**config.mk**
```make
export PLATFORM = sky130hd
export DESIGN_NAME = mips_boot_loader
export DESIGN_NICKNAME = d
export VERILOG_FILES = /design/src/rtl/mips_boot_loader.sv
export SDC_FILE = /design/constraint.sdc
export NUM_CORES = 1
export LEC_CHECK = 0
export BUFFER_PORTS_ARGS = -buffer_cell sky130_fd_sc_hd__buf_4
export CAP_MARGIN = 20
export CORE_MARGIN = 1
export CORE_UTILIZATION = 35
export CTS_BUF_LIST = sky130_fd_sc_hd__clkbuf_8
export DETAILED_ROUTE_END_ITERATION = 12
export MAX_ROUTING_LAYER = met4
export PLACE_DENSITY_LB_ADDON = 0.08
export SLEW_MARGIN = 40
export SYNTH_ARGS = -nofsm -noshare
export SYNTH_HDL_FRONTEND = slang
export SYNTH_SLANG_ARGS = --single-unit
```
**constraint.sdc**
```tcl
create_clock -name clk -period 3.1 [get_ports clk]
set_input_delay 0.465 -clock clk [delete_from_list [all_inputs] [get_ports clk]]
set_output_delay 0.465 -clock clk [all_outputs]
set_load 0.02 [all_outputs]
```
**src/rtl/mips_boot_loader.sv**
```systemverilog
// Boot loader: streams program/data words into the MIPS I/D-cache write ports, then raises start.
// Optional BOOT_CHECKSUM_EN adds a running sum (csum) of every word actually written.
module mips_boot_loader #(
   parameter int unsigned       DATA_W        = 32,
   parameter int unsigned       ADDR_W        = 32,
   parameter int unsigned       IMEM_DEPTH    = 256,
   parameter int unsigned       DMEM_DEPTH    = 256,
   parameter logic [ADDR_W-1:0] IBASE         = '0,
   parameter logic [ADDR_W-1:0] DBASE         = '0,
   parameter int unsigned       SETTLE_CYCLES = 2
) (
   input  logic              clk,
   input  logic              rst,
   input  logic              load_req,
   input  logic              halt,
   input  logic              s_valid,
   output logic              s_ready,
   input  logic [DATA_W-1:0] s_data,
   input  logic              s_sel,
   input  logic              s_last,
   output logic              i_we,
   output logic [ADDR_W-1:0] i_addr,
   output logic [DATA_W-1:0] i_data,
   output logic              d_we,
   output logic [ADDR_W-1:0] d_addr,
   output logic [DATA_W-1:0] d_data,
   output logic              start,
   output logic              busy,
   output logic [ADDR_W-1:0] i_count,
   output logic [ADDR_W-1:0] d_count,
   output logic              err_ovf
`ifdef BOOT_CHECKSUM_EN
   ,
   output logic [DATA_W-1:0] csum
`endif
);

   typedef enum logic [1:0] {S_IDLE, S_LOAD, S_SETTLE, S_RUN} state_t;

   localparam int unsigned SET_W = (SETTLE_CYCLES < 2) ? 1 : $clog2(SETTLE_CYCLES + 1);

   state_t           state, state_nxt;
   logic [SET_W-1:0] settle_cnt;
   logic             beat, wr_ok, i_full, d_full, settle_done;
   logic             wr_i, wr_d;

   assign s_ready     = (state == S_LOAD);
   assign busy        = (state == S_LOAD) || (state == S_SETTLE);
   assign start       = (state == S_RUN);
   assign beat        = s_valid && s_ready;
   // load_req and halt both abandon the current beat; only a plain beat may write.
   assign wr_ok       = beat && !load_req && !halt;
   assign i_full      = (i_count == ADDR_W'(IMEM_DEPTH));
   assign d_full      = (d_count == ADDR_W'(DMEM_DEPTH));
   assign wr_i        = wr_ok && !s_sel && !i_full;
   assign wr_d        = wr_ok &&  s_sel && !d_full;
   // SETTLE spans SETTLE_CYCLES+1 cycles; its first cycle overlaps the final write pulse.
   assign settle_done = (settle_cnt == SET_W'(SETTLE_CYCLES));

   // NOTE: sequential state uses non-blocking assignments so every flop samples pre-edge values.
   always_ff @(posedge clk or negedge rst) begin
      if (!rst) state <= S_IDLE;
      else      state <= state_nxt;
   end

   // NOTE: next state gets its default before the case so no path leaves it unassigned (no latch).
   always_comb begin
      state_nxt = state;
      if (load_req) begin
         state_nxt = S_LOAD;
      end else begin
         case (state)
            S_IDLE:   state_nxt = S_IDLE;
            S_LOAD:   if (halt) state_nxt = S_IDLE;
                      else if (beat && s_last) state_nxt = S_SETTLE;
            S_SETTLE: if (halt) state_nxt = S_IDLE;
                      else if (settle_done) state_nxt = S_RUN;
            S_RUN:    if (halt) state_nxt = S_IDLE;
            default:  state_nxt = S_IDLE;
         endcase
      end
   end

   always_ff @(posedge clk or negedge rst) begin
      if (!rst) begin
         settle_cnt <= '0;
         i_we       <= 1'b0;
         i_addr     <= '0;
         i_data     <= '0;
         d_we       <= 1'b0;
         d_addr     <= '0;
         d_data     <= '0;
         i_count    <= '0;
         d_count    <= '0;
         err_ovf    <= 1'b0;
      end else begin
         settle_cnt <= (state == S_SETTLE) ? settle_cnt + SET_W'(1) : '0;
         i_we       <= wr_i;
         d_we       <= wr_d;
         if (load_req) begin
            i_count <= '0;
            d_count <= '0;
            err_ovf <= 1'b0;
         end else begin
            if (wr_i) begin
               i_addr  <= IBASE + i_count;
               i_data  <= s_data;
               i_count <= i_count + ADDR_W'(1);
            end
            if (wr_d) begin
               d_addr  <= DBASE + d_count;
               d_data  <= s_data;
               d_count <= d_count + ADDR_W'(1);
            end
            if (wr_ok && (s_sel ? d_full : i_full)) err_ovf <= 1'b1;
         end
      end
   end

`ifdef BOOT_CHECKSUM_EN
   always_ff @(posedge clk or negedge rst) begin
      if (!rst)                csum <= '0;
      else if (load_req)       csum <= '0;
      else if (wr_i || wr_d)   csum <= csum + s_data;
   end
`endif

endmodule

```
==> flow_metrics.tcl <==
set metrics [dict create \
    status "complete, no violations" \
    drc_errors 0 \
    pre_cts_ws_ns 0.446 \
    wl_per_cell_um 16.5 \
    dieWidth_um 159 \
    place_inst 1366 \
    max_slew_margin 0.493 \
    fin_skew_ns 0.0220 \
    final_layout_size_suffix_gt1_frac 0.336 \
    powerDensity_mw_per_mm2 494 \
    setup_viol_count_final 0 \
    netlist.area_leader.share 0.574 \
    hpwl_um 15800 \
    synth-edff-count 0 \
    min_path_type "in2reg" \
    rsz0062_at_grt "no" \
    synth_area_mm2 0.00868 \
    worstPathArrival_ns 3.09 \
    max_freq_ghz 0.373 \
    syn_inst 826 \
    gr-total-overflow 0 \
    synth_ff_type "dfrtp_1" \
    place_congestion 0.805 \
    nets 1109 \
    fin_ws_ns 0.417 \
    initial_core_util 0.357 \
    synth_area_leaders "dfrtp_1, nand2_1, mux2_2, xor2_1, nor2_1" \
    clkSinkCount 199 \
    layout_common_cells "buf_4, nand2_1, dfrtp_1" \
    vias_per_cell 4.92 \
    cp-start-kind "flip-flop" \
    synth_area_leader_cell "dfrtp_1" \
    dieArea_mm2 0.0254 \
    cp_max_fo 45 \
    grt_usage 0.192 \
    worstSetupPathType "reg2reg" \
    yosys.cell_types.count 48 \
    synth_seq_cells 199 \
    vias 6885 \
    clock_latency_ns 0.47 \
    crit_chain "inv_1 -> ha_1 -> nor4b_1 -> nand4_1 -> o21ai_4 -> buf_12 -> buf_4 -> nand2_1 -> nand2_1" \
    row_count 57 \
    n_antenna_cell 0 \
    cp_slowest_cell "o21ai_4" \
    flow.area_growth_from_synthesis_pct 29.7 \
    grt_max_degree 72 \
    critPathMaxStageDelay_ns 0.46 \
    slew_violations 0 \
    h-tree-depth 4 \
    post-route-period-util 0.865 \
    end_kind "flip-flop" \
    cts_tree "yes" \
    ant_nets 0 \
    post_cts_buffers 0 \
    clkTransAtPathRegs_ns 0.11 \
    switchingPower_w 0.00171 \
    p_int_w 0.00385 \
    synth_seq_area_share 0.574 \
    ios 237 \
    die_y_um 159 \
    async_flop_share 1.00 \
    ir_drop_uv 259 \
    p_leak_nw 5.77 \
    io_buffers 236 \
    coreArea_mm2 0.0243 \
    layout_commonest_cell "buf_4" \
    switching_share 0.308 \
    ys_warn_count 0 \
    first_global_vias 6836 \
    clkPwrFrac 0.308 \
    grt_pass1_wl_um 37800 \
    instances_no_fill 1399 \
    period_minus_slack_ns 2.68 \
    antenna_found_initial 0 \
    fin_tns_setup_ns 0 \
    cp.required_ns 3.51 \
    pwr-share-seq 0.522 \
    numCtsBuffers 17 \
    crit_top_cell "nand2_1" \
    synth_fp_nets 873 \
    avgSynthCellArea_um2 10.5 \
    cts.path.max_buffers 2 \
    power_frac_comb 0.170 \
    final_hold_viol_count 0 \
    routed_wl_um 23100 \
    worstMarginPinSlew_ns 0.761 \
    drv_cap 0 \
    first_iter_violations 364 \
    cts_root_buffer "clkbuf_8" \
    dr.pass1.iters 5 \
]
cell usage after synthesis, types with 2 or more instances:
cell type    n
nand2_1    221
dfrtp_1    199
mux2_2      55
nor2_1      38
a21oi_1     27
o21ai_0     26
xor2_1      24
nand4_1     22
buf_2       21
nand3_1     21
inv_1       17
nor4_1      13
or3_1       12
clkbuf_1    10
and3_1       9
nor3_1       9
ha_1         8
xnor2_1      8
and4_1       7
mux2i_1      7
o31ai_1      7
o2111ai_1    6
o211ai_1     6
and2_1       5
buf_4        5
nand2b_1     5
nor4b_1      5
or4_1        5
nor2b_1      3
or3_2        3
buf_6        2
nor4_4       2
o21ai_2      2
or4_2        2
what timing repair did:
action                                 CTS  global route
endpoints found under the hold margin   35             0
resized for setup                        0             0
hold buffers                             1             0
final timing paths:
check                                        startpoint                      end  slack (ns)  cells after the start
worst max-delay path             i_count[0]$_DFFE_PN0P_   i_data[20]$_DFFE_PN0P_        0.42                      9
worst min-delay path                               halt     state[1]$_DFFE_PN0P_        0.17                      2
worst max register to register   i_count[0]$_DFFE_PN0P_   i_data[20]$_DFFE_PN0P_        0.42                      9
worst min register to register  settle_cnt[0]$_DFF_PN0_  settle_cnt[0]$_DFF_PN0_        0.43                      1
max in group asynchronous                           rst   i_data[10]$_DFFE_PN0P_        1.63                      3
min in group asynchronous                           rst   i_addr[13]$_DFFE_PN0P_        0.51                      2
final cells by class:
type | instances | area (um^2)
Clock buffer | 17 | 234
Clock inverter | 15 | 164
Fill cell | 2356 | 13100
Inverter | 18 | 67.6
Multi-Input combinational cell | 570 | 3430
Sequential cell | 199 | 4980
Tap cell | 324 | 405
Timing Repair Buffer | 256 | 1970
flip-flops by register name, indices dropped and copies added (netlist names):
signal / cells
d_we: 1
i_we: 1
state: 2
i_data: 32
d_addr: 32
d_count: 32
i_count: 32
i_addr: 32
settle_cnt: 2
err_ovf: 1
d_data: 32
power groups by stage:
| stage | logic, W | registers (W) | clock network [W] |
|---|---|---|---|
| 3_3_place_gp | 0.000953 | 0.00296 | 0 |
| 5_1_grt | 0.00103 | 0.00293 | 0.00187 |
| 6_report | 0.000945 | 0.00291 | 0.00171 |
| 2_1_floorplan | 0.000204 | 0.00320 | 0 |
| 3_5_place_dp | 0.000962 | 0.00296 | 0 |
| 4_1_cts | 0.000964 | 0.00291 | 0.00178 |
kinds of logic after synthesis:
| kind of cell | count (synthesis) | synth area share |
|---|---|---|
| AND/OR/NAND/NOR | 390 | 0.217 |
| flip-flops | 199 | 0.574 |
| AO/OA/AOI/OAI | 78 | 0.0539 |
| multiplexers | 62 | 0.0795 |
| buffers and inverters | 57 | 0.0322 |
| XOR/XNOR | 32 | 0.0323 |
| adder cells (fa/ha/maj) | 8 | 0.0115 |
critical path: cells and delay by family (launching register included):
kind                       cells  cell delay (ns)
AOI/OAI and AO/OA              1             0.46
adders and majority gates      1             0.15
buffers and inverters          3             0.75
DFF                            1             0.45
and+or+nand+nor                4             0.77
per-stage QoR:
step / area, um^2 / utilization / total power [W] / hold slack, ns
final: 11300 / 0.463 / 0.00556 / 0.167
after global routing: 11300 / 0.463 / 0.00583 / 0.130
after CTS: 11300 / 0.463 / 0.00565 / 0.129
after detailed placement: 10800 / 0.446 / 0.00392 / 0.423
after global placement: 10800 / 0.446 / 0.00391 / 0.419
after floorplan: 8680 / - / 0.00341 / 0.169
metal layers:
metal | up-vias | part of all wire | track usage
met5 | - | 0 | -
met4 | 0 | 0.014 | 0.0551
met3 | 27 | 0.039 | 0.0318
met2 | 171 | 0.48 | 0.299
met1 | 3378 | 0.47 | 0.259
li1 | 3309 | - | -
No activity file was read; power rests on OpenSTA's default activity.
